## src/rtl/lane_reg_bank_if.sv

```systemverilog
// -----------------------------------------------------------------------------
// lane_reg_bank_if
//   Bus bundle for lane_reg_bank: one lane-masked write port, one registered
//   read port, one dirty-flag acknowledge port and the per-entry dirty vector.
//
//   Parameters : WIDTH (entry width), LANES (lanes per entry), DEPTH (entries)
//   Signals    : wr_en, wr_addr[AW], wr_lanes[LANES], wr_op[2], wr_data[WIDTH]
//                rd_addr[AW], rd_data[WIDTH]
//                ack_en, ack_addr[AW], dirty[DEPTH]
//   Modports   : master - drives requests, observes rd_data / dirty
//                slave  - the register bank itself
// -----------------------------------------------------------------------------
interface lane_reg_bank_if #(
    parameter int WIDTH = 16,
    parameter int LANES = 2,
    parameter int DEPTH = 4
);
    localparam int AW = (DEPTH > 1) ? $clog2(DEPTH) : 1;

    logic              wr_en;
    logic [AW-1:0]     wr_addr;
    logic [LANES-1:0]  wr_lanes;
    logic [1:0]        wr_op;
    logic [WIDTH-1:0]  wr_data;

    logic [AW-1:0]     rd_addr;
    logic [WIDTH-1:0]  rd_data;

    logic              ack_en;
    logic [AW-1:0]     ack_addr;
    logic [DEPTH-1:0]  dirty;

    modport master (
        output wr_en, wr_addr, wr_lanes, wr_op, wr_data,
        output rd_addr,
        output ack_en, ack_addr,
        input  rd_data, dirty
    );

    modport slave (
        input  wr_en, wr_addr, wr_lanes, wr_op, wr_data,
        input  rd_addr,
        input  ack_en, ack_addr,
        output rd_data, dirty
    );
endinterface

```

## src/rtl/lane_reg_bank.sv

```systemverilog
// -----------------------------------------------------------------------------
// lane_reg_bank
//   DEPTH x WIDTH register bank whose entries are split into LANES equal lanes.
//   Each write names an entry, a lane mask and an operation:
//     00 load       masked lanes take the same lane of wr_data
//     01 shift-up   lane i takes old lane i-1, lane 0 takes zero
//     10 rotate-up  as shift-up, but lane 0 takes old lane LANES-1
//     11 lane-clear masked lanes become zero
//   Unmasked lanes always hold. A per-entry dirty flag is set by every accepted
//   write and cleared by an acknowledge; a write to the same entry in the same
//   cycle as its acknowledge wins.
//
//   Ports:
//     clk      in   rising-edge clock
//     clear_n  in   asynchronous active-low reset; zeroes storage, rd_data, dirty
//     bus      slave modport of lane_reg_bank_if (write/read/ack/dirty)
//
//   Read data is registered (latency 1) and returns the pre-write value when
//   the read and a write target the same entry in one cycle. Out-of-range
//   addresses are ignored for writes and acknowledges and read back as zero.
// -----------------------------------------------------------------------------
module lane_reg_bank #(
    parameter int WIDTH = 16,
    parameter int LANES = 2,
    parameter int DEPTH = 4
) (
    input  logic            clk,
    input  logic            clear_n,
    lane_reg_bank_if.slave  bus
);
    localparam int LW = WIDTH / LANES;
    localparam int AW = (DEPTH > 1) ? $clog2(DEPTH) : 1;

    // One bit wider than the address so that DEPTH itself is representable
    // and the range compare never degenerates for non-power-of-two depths.
    localparam logic [AW:0] DEPTH_L = (AW + 1)'(DEPTH);

    // Lanes must tile the entry exactly and there must be something to shift.
    generate
        if ((LANES < 2) || ((WIDTH % LANES) != 0)) begin : g_bad_params
            $error("lane_reg_bank: WIDTH must be a multiple of LANES and LANES >= 2");
        end
    endgenerate

    typedef enum logic [1:0] {
        OP_LOAD   = 2'b00,
        OP_SHIFT  = 2'b01,
        OP_ROTATE = 2'b10,
        OP_CLEAR  = 2'b11
    } op_e;

    // -------------------------------------------------------------------------
    // State
    // -------------------------------------------------------------------------
    logic [WIDTH-1:0] mem [DEPTH];
    logic [WIDTH-1:0] rd_q;
    logic [DEPTH-1:0] dirty_q;

    // -------------------------------------------------------------------------
    // Request qualification
    // -------------------------------------------------------------------------
    logic wr_in_range;
    logic rd_in_range;
    logic ack_in_range;
    logic wr_hit;
    logic ack_hit;

    assign wr_in_range  = ({1'b0, bus.wr_addr}  < DEPTH_L);
    assign rd_in_range  = ({1'b0, bus.rd_addr}  < DEPTH_L);
    assign ack_in_range = ({1'b0, bus.ack_addr} < DEPTH_L);

    // An empty lane mask or an out-of-range entry makes the write a no-op,
    // including for the dirty flag.
    assign wr_hit  = bus.wr_en && (|bus.wr_lanes) && wr_in_range;
    assign ack_hit = bus.ack_en && ack_in_range;

    // -------------------------------------------------------------------------
    // Write datapath: build the full-width candidate for the selected operation,
    // then merge it with the old entry under the expanded lane mask.
    // -------------------------------------------------------------------------
    logic [WIDTH-1:0] wr_old;
    logic [WIDTH-1:0] wr_cand;
    logic [WIDTH-1:0] lane_mask;
    logic [WIDTH-1:0] wr_new;

    // NOTE: every signal written in an always_comb gets a default on entry so
    // that no path through the block can leave it holding (which would infer a
    // latch).
    always_comb begin
        wr_old = '0;
        if (wr_in_range) begin
            wr_old = mem[bus.wr_addr];
        end
    end

    always_comb begin
        wr_cand = '0;
        unique case (op_e'(bus.wr_op))
            OP_LOAD:   wr_cand = bus.wr_data;
            OP_SHIFT:  wr_cand = {wr_old[WIDTH-LW-1:0], {LW{1'b0}}};
            OP_ROTATE: wr_cand = {wr_old[WIDTH-LW-1:0], wr_old[WIDTH-1 -: LW]};
            OP_CLEAR:  wr_cand = '0;
            default:   wr_cand = '0;
        endcase
    end

    always_comb begin
        lane_mask = '0;
        for (int i = 0; i < LANES; i++) begin
            lane_mask[i*LW +: LW] = {LW{bus.wr_lanes[i]}};
        end
    end

    assign wr_new = (wr_cand & lane_mask) | (wr_old & ~lane_mask);

    // -------------------------------------------------------------------------
    // Storage
    // -------------------------------------------------------------------------
    // NOTE: the array is reset along with the rest of the state because a
    // cleared bank must read back zero immediately; this keeps it in flops
    // rather than letting it map onto a RAM macro. Sequential state uses
    // non-blocking assignments so every flop samples pre-edge values.
    always_ff @(posedge clk or negedge clear_n) begin
        if (!clear_n) begin
            for (int e = 0; e < DEPTH; e++) begin
                mem[e] <= '0;
            end
        end else if (wr_hit) begin
            mem[bus.wr_addr] <= wr_new;
        end
    end

    // -------------------------------------------------------------------------
    // Read port: sampled from the pre-edge array, which gives read-before-write
    // behaviour for a same-cycle write to the same entry.
    // -------------------------------------------------------------------------
    always_ff @(posedge clk or negedge clear_n) begin
        if (!clear_n) begin
            rd_q <= '0;
        end else if (rd_in_range) begin
            rd_q <= mem[bus.rd_addr];
        end else begin
            rd_q <= '0;
        end
    end

    // -------------------------------------------------------------------------
    // Dirty flags: the acknowledge clear is applied first and the write set
    // second, so a collision on one entry leaves it dirty.
    // -------------------------------------------------------------------------
    logic [DEPTH-1:0] dirty_next;

    always_comb begin
        dirty_next = dirty_q;
        if (ack_hit) begin
            dirty_next[bus.ack_addr] = 1'b0;
        end
        if (wr_hit) begin
            dirty_next[bus.wr_addr] = 1'b1;
        end
    end

    always_ff @(posedge clk or negedge clear_n) begin
        if (!clear_n) begin
            dirty_q <= '0;
        end else begin
            dirty_q <= dirty_next;
        end
    end

    assign bus.rd_data = rd_q;
    assign bus.dirty   = dirty_q;

endmodule

```

## src/flat_wrapper.sv

```systemverilog
// flat-port wrapper written by rule: the top's interface ports become plain ports
module lane_reg_bank_flat 
#(
    parameter int WIDTH = 16,
    parameter int LANES = 2,
    parameter int DEPTH = 4
)
  (clk, clear_n, bus_wr_en, bus_wr_addr, bus_wr_lanes, bus_wr_op, bus_wr_data, bus_rd_addr, bus_ack_en, bus_ack_addr, bus_rd_data, bus_dirty);
  lane_reg_bank_if #(.WIDTH(WIDTH), .LANES(LANES), .DEPTH(DEPTH)) bus_i ();
  input  logic clk;
  input  logic clear_n;
  input wire logic [$bits(bus_i.wr_en)-1:0] bus_wr_en;
  input wire logic [$bits(bus_i.wr_addr)-1:0] bus_wr_addr;
  input wire logic [$bits(bus_i.wr_lanes)-1:0] bus_wr_lanes;
  input wire logic [$bits(bus_i.wr_op)-1:0] bus_wr_op;
  input wire logic [$bits(bus_i.wr_data)-1:0] bus_wr_data;
  input wire logic [$bits(bus_i.rd_addr)-1:0] bus_rd_addr;
  input wire logic [$bits(bus_i.ack_en)-1:0] bus_ack_en;
  input wire logic [$bits(bus_i.ack_addr)-1:0] bus_ack_addr;
  output wire logic [$bits(bus_i.rd_data)-1:0] bus_rd_data;
  output wire logic [$bits(bus_i.dirty)-1:0] bus_dirty;
  assign bus_i.wr_en = bus_wr_en;
  assign bus_i.wr_addr = bus_wr_addr;
  assign bus_i.wr_lanes = bus_wr_lanes;
  assign bus_i.wr_op = bus_wr_op;
  assign bus_i.wr_data = bus_wr_data;
  assign bus_i.rd_addr = bus_rd_addr;
  assign bus_i.ack_en = bus_ack_en;
  assign bus_i.ack_addr = bus_ack_addr;
  assign bus_rd_data = bus_i.rd_data;
  assign bus_dirty = bus_i.dirty;
  lane_reg_bank #(.WIDTH(WIDTH), .LANES(LANES), .DEPTH(DEPTH)) u_core (.clk(clk), .clear_n(clear_n), .bus(bus_i));
endmodule
```

## config.mk

```make
export PLATFORM = sky130hd
export DESIGN_NAME = lane_reg_bank_flat
export DESIGN_NICKNAME = d
export VERILOG_FILES = /design/src/rtl/lane_reg_bank_if.sv /design/src/rtl/lane_reg_bank.sv /design/src/flat_wrapper.sv
export SDC_FILE = /design/constraint.sdc
export NUM_CORES = 1
export LEC_CHECK = 0
export ABC_AREA = 1
export CAP_MARGIN = 0
export CORE_ASPECT_RATIO = 1.5
export CORE_MARGIN = 2
export CORE_UTILIZATION = 29
export DETAILED_ROUTE_END_ITERATION = 6
export GPL_TIMING_DRIVEN = 0
export MAX_ROUTING_LAYER = met4
export PLACE_DENSITY = 0.43
export SLEW_MARGIN = 20
export SYNTH_ARGS = -nofsm -noshare
export SYNTH_HDL_FRONTEND = slang
export SYNTH_SLANG_ARGS = --single-unit
```

## constraint.sdc

```tcl
create_clock -name clk -period 2.5 [get_ports clk]
set_clock_uncertainty 0.2 [all_clocks]
set_input_delay 0.375 -clock clk [delete_from_list [all_inputs] [get_ports clk]]
set_output_delay 0.375 -clock clk [all_outputs]
set_load 0.01 [all_outputs]
```

### After elaboration in Yosys (flattened, before gate mapping)

Cells that the tools add are included.

* input bits: 30
* output and inout bits: 20
* word-level logic and storage cells: 47
* bits in registers: 84

* $lt $le $gt $ge: 7
* equal/unequal tests: 3
* bitwise logic cells: 9
* reductions and logical operators: 6
* multiplexer cells: 16

Operators by type and width (count)
* 16-bit 2-to-1 mux: 5
* 16-bit binary-select mux with 2-bit select: 2
* 64-bit bitwise mux: 1
* 16-bit case mux with 4 select lines: 1
* 16-bit bitwise AND: 2
* 16-bit demux with 2-bit select: 1
* 16-bit inverter: 1
* 16-bit bitwise OR: 1
* 4-bit 2-to-1 mux: 2
* 3-bit >= comparator, second input constant: 2
* 2-bit by 3-bit < comparator with 1-bit output, second input constant: 2
* 2-bit inverter with 3-bit output: 2
* 4-bit bitwise AND: 1
* 1-bit demux with 2-bit select: 2
* 2-bit equality test, second input constant: 2
* 2-bit by 1-bit >= comparator with 1-bit output, second input constant: 2
* 1-bit logical AND: 4
* 4-bit inverter: 1
* 4-bit bitwise OR: 1
* 3-bit by 1-bit < comparator with 1-bit output, second input constant: 1
* 2-bit by 1-bit equality test with 1-bit output, second input constant: 1
* 2-bit zero test: 1
* 1-bit 2-to-1 mux: 2
* 2-bit OR reduction: 1

### Longest topological paths before layout

Gate-level depths: netlist of run 1.

* depth after elaboration: 9
* gate-level depth with buffers: 11
* gate-level depth less buffers: 9

### Worst setup path after synthesis of run 1

OpenSTA, ideal clock, no wires.

* kind: in2reg
* from: input bus_wr_addr[1]
* to: register u_core.mem[10] (netlist name)
* data required time: 2182 ps
* slack: 971 ps
* arrival: 1211 ps
* cell stages on the path: 7
* library setup time: 118 ps
* buffers on the path: 2
* cells stage by stage: buf_6 > inv_4 > nor3_4 > inv_4 > buf_6 > nand2_1 > nand2_1

* word-level cells in the longest chain between the ends: 8
* elaborated cells on any way between the ends: 14
* those cells by class: order compare: 2; mux: 7; bitwise: 4; reduce/logical: 1

RTL lines
* start, declared: line flat_wrapper.sv:13 `input wire logic [$bits(bus_i.wr_addr)-1:0] bus_wr_addr;`
* 2-bit inverter with 3-bit output (implied by the code) (*): line lane_reg_bank.sv:92, lane_reg_bank.sv:129
* 16-bit binary-select mux with 2-bit select: line lane_reg_bank.sv:92 `wr_old = mem[bus.wr_addr];`
* 16-bit 2-to-1 mux (implied by the code) (2 in a row): line lane_reg_bank.sv:92
* 16-bit case mux with 4 select lines: line lane_reg_bank.sv:98 `unique case (op_e'(bus.wr_op))`
* 16-bit bitwise AND: line lane_reg_bank.sv:114 `assign wr_new = (wr_cand & lane_mask) | (wr_old & ~lane_mask);`
* 16-bit bitwise OR: line lane_reg_bank.sv:114
* 64-bit bitwise mux (*): line lane_reg_bank.sv:129 `mem[bus.wr_addr] <= wr_new;`
* end signal, assigned by index: line lane_reg_bank.sv:129
* end, declared: line lane_reg_bank.sv:55 `logic [WIDTH-1:0] mem [DEPTH];`

Every way passes the cells marked *; elsewhere a longest branch is shown, timed or not. The select of a mux whose other input is x is not followed.
A chain may end at the register's enable or synchronous reset.

### Worst setup path after layout of run 1

* from: input bus_rd_addr[1]
* to: register u_core.rd_q[6] (netlist: u_core.bus.rd_data[6])

* word-level cells in the longest chain between the ends: 4

RTL lines
* start, declared: line flat_wrapper.sv:17 `input wire logic [$bits(bus_i.rd_addr)-1:0] bus_rd_addr;`
* 2-bit inverter with 3-bit output (implied by the code): line lane_reg_bank.sv:141 `rd_q <= mem[bus.rd_addr];`
* 16-bit binary-select mux with 2-bit select: line lane_reg_bank.sv:141
* 16-bit 2-to-1 mux (implied by the code) (2 in a row): line lane_reg_bank.sv:141
* end signal, assigned: line lane_reg_bank.sv:141
* end, declared: line lane_reg_bank.sv:56 `logic [WIDTH-1:0] rd_q;`

No other way between the ends. The select of a mux whose other input is x is not followed.

==> metrics.md, run 1 <==
| Metric | Value |
|---|---|
| Drt total wl | between 15 and 20 mm |
| Status | completed |
| Worst path arrival time | approximately 2.4 ns |
| CTS resizes | 0 |
| Maxcap violations | 0 |
| H-tree Lvls | 3 |
| CTS Buffer Depth | 2 |
| # fillers | about 1700 |
| Final cell count without fillers | ~900 |
| CTS tree | built |
| Hpwl dp | 11.9 mm |
| Max_slew headroom | 0.445 |
| Syn nets | between 600 and 700 |
| # hold bufs at CTS | 1 |
| # setup viols final | 0 |
| Postcts setup bufs | 0 |
| GRT Overall Usage | 0.224 |
| Largest net degree at the start of global routing | between 50 and 60 |
| Fmax | 422 MHz |
| Initial antenna violation count | 0 |
| Netlist cell types | 18 |
| Peak VDD IR | around 340 uV |
| Diodes inserted | 0 |
| GRT overflow | 0 |
| RD Place Congestion | a little over 0.9 |
| Critical path depth | 5 |
| Die X | around 110 um |
| Share of power burned in registers | 0.437 |
| Tcrit/Tclk final | 0.948 |
| Delay-heaviest family, CP | buffers and inverters |
| R2R Setup Slk | around 1.1 ns |
| Starting DRT DRC Count | 406 |
| Kind of critical path | in -> reg |
| DR vias | roughly 4500 |
| Fin crit period | about 2.4 ns |
| Area delta synth->final | 23.4% |
| Synth warn | 0 |
| CTS Buf Count | 9 |
| Hold Crit Start | bus_wr_addr[0] |
| EDFF count, synth | 0 |
| Synth cell count leaders | nand2_1, dfrtp_1, nand3_1 |
| Clock sink total | 84 |
| Synth Instances | 624 |
| Most frequent cell after synthesis | nand2_1 |
| Worst Hold Class | in -> reg |
| Footprint of the multi-input gates | approximately 2100 um2 |
| Yosys top cell area share | 0.467 |
| Comb pwr share | 0.240 |
| Pwr Density | between 700 and 800 nW/um2 |
| Drt drc | 0 |
| Clock latency on the worst-skew pair | about 0.34 ns |
| Worst EP required | approximately 2.5 ns |
| Final hold violation count | 0 |
| Critical path's slowest cell | clkdlybuf4s50_1 |
| Switch Pwr | roughly 1.3 mW |
| Initial DRT Pass Iterations | 6 |
| R2r endpoint | u_core.mem[18] |
| Flops & latches, synth | 84 |
| IO Count | 50 |
| Clk network pwr share | 0.324 |
| Startpoint class of the critical path | primary input |
| Crit path buf inv count | 3 |
| Final core utilization | 0.367 |
| Final WS setup | roughly 0.13 ns |
| Vias/cell | about 5 |
| Core Rows | 55 |
| Initial core utilization | 0.297 |
| Pre-CTS WS | -0.150 ns |
| Clk slew on worst S/H paths | 0.06 ns |
| Vias in the first global route | about 4500 |
| Syn avg cell area | 7.21 um2 |
| Share of cells above drive strength 1 | 0.0669 |
| Die area | roughly 17000 um2 |
| Mapped cell area | about 4500 um2 |
| CP peak stage delay | between 0.6 and 0.7 ns |
| Unrepaired setup endpoints after global routing | false |
| Sw Share | 0.321 |
| Crit path capture type | flip-flop |
| Worst Hold Depth | 4 |
| Pleak | about 2.8 nW |
| Core footprint | about 15000 um2 |
| Top post-synthesis cells by area | dfrtp_1, nand2_1, nand3_1 |
| Worst Tran Pin Value | 0.833 ns |
| Nets | about 710 |
| Async SR Flop Fraction | 1.00 |
| R2r worst-path depth | 8 |
| Port Buffers | 47 |
| Register area | about 2100 um2 |
| First-pass GRT wire length | ~26 mm |
| Placed Cells incl. Taps | 871 |
| Hold Path End | u_core.mem[51] |
| Max-slew violations | 0 |
| Post-synth top flop | dfrtp_1 |
| Final ANT Viol Nets | 0 |
| Sequential share of the synthesized area | 0.467 |
| Worst R2R Start | u_core.mem[42] |
| CP Cell Sequence | clkdlybuf4s50_1 -> inv_1 -> clkbuf_1 -> o21ai_0 -> o22ai_1 |
| Int Pwr | 2.83 mW |
| Wire length per cell | roughly 20 um |
| Root Driver | clkbuf_16 |
| Die Y | 157 um |
| Dominant cell type by area after synthesis | dfrtp_1 |
| Critical path peak fanout | 10 |
==> per-layer routing <==
metal  part of all wire  GRT usage  up-vias
met5                  0          -        -
met4              0.045      0.115        0
met3              0.079     0.0416       51
met2               0.48      0.356      226
met1               0.40      0.273     2124
li1                   -          -     2146
==> how the worst max path moves through the flow <==
stage                         startpoint               endpoint
after floorplan           bus_wr_addr[1]         u_core.mem[10]
after global placement           clear_n  u_core.bus.rd_data[1]
after detailed placement  bus_rd_addr[1]  u_core.bus.rd_data[6]
after CTS                 bus_rd_addr[1]  u_core.bus.rd_data[6]
after global routing      bus_rd_addr[1]  u_core.bus.rd_data[6]
final                     bus_rd_addr[1]  u_core.bus.rd_data[6]
==> sequential cells by signal, summed over array words and instances (netlist names) <==
register / count
u_core.bus.rd_data: 16
u_core.bus.dirty: 4
u_core.mem: 64
==> area by class of cell <==
type                    count  share of cell area
flip-flops and latches     84               0.379
plain buffers              29              0.0343
clock inverters             4             0.00902
inverters                  13              0.0115
repair buffers             49              0.0918
well taps                 199              0.0449
clock buffers              11              0.0437
multi-input cells         498               0.386
==> worst reg2reg max path, delay by kind of cell, from the launching register on <==
kind,cells,cell delay [ns]
and+or+nand+nor,8,0.76
DFF,1,0.37
==> cell usage in the layout, fill, tap and decap left out, types with 11 or more instances in the layout <==
cell	count
nand2_1	310
dfrtp_1	84
nand3_1	80
clkdlybuf4s50_1	46
o21ai_0	36
nor2_1	34
o22ai_1	16
a21oi_1	16
clkbuf_1	11
==> kinds of logic (layout without fill, tap and decap cells) <==
group           Yosys count  after routing  share of synthesized area
compound gates           69             69                     0.0837
buf+inv                  42            106                     0.0565
xor+xnor                  1              1                    0.00195
simple gates            428            428                      0.391
flops                    84             84                      0.467
==> power groups by stage <==
stage / clock [mW] / sequential, mW / combinational (mW)
after floorplan: 0 / 1.82 / 0.579
after global placement: 0 / 1.84 / 0.982
after detailed placement: 0 / 1.84 / 0.995
after CTS: 1.39 / 1.81 / 1.00
after global routing: 1.44 / 1.85 / 1.13
final: 1.35 / 1.82 / 0.998
==> stage by stage <==
stage	hold slack [ns]	instance area (um2)	power [mW]	setup TNS (ns)
floorplan	-0.121	4500	2.40	0
global placement	0.288	5220	2.82	-207.77
detailed placement	0.0910	5250	2.83	-0.458
CTS	0.239	5550	4.20	0
global route	0.276	5550	4.42	0
finish	0.245	5550	4.16	0
No activity file was read; power rests on OpenSTA's default activity.
==> inputs of run 2 (changes only) <==
- SKIP_LAST_GASP: unset -> 1
==> results of run 2 <==
No change in the layout: final DEF, timing and power equal those of run 1.
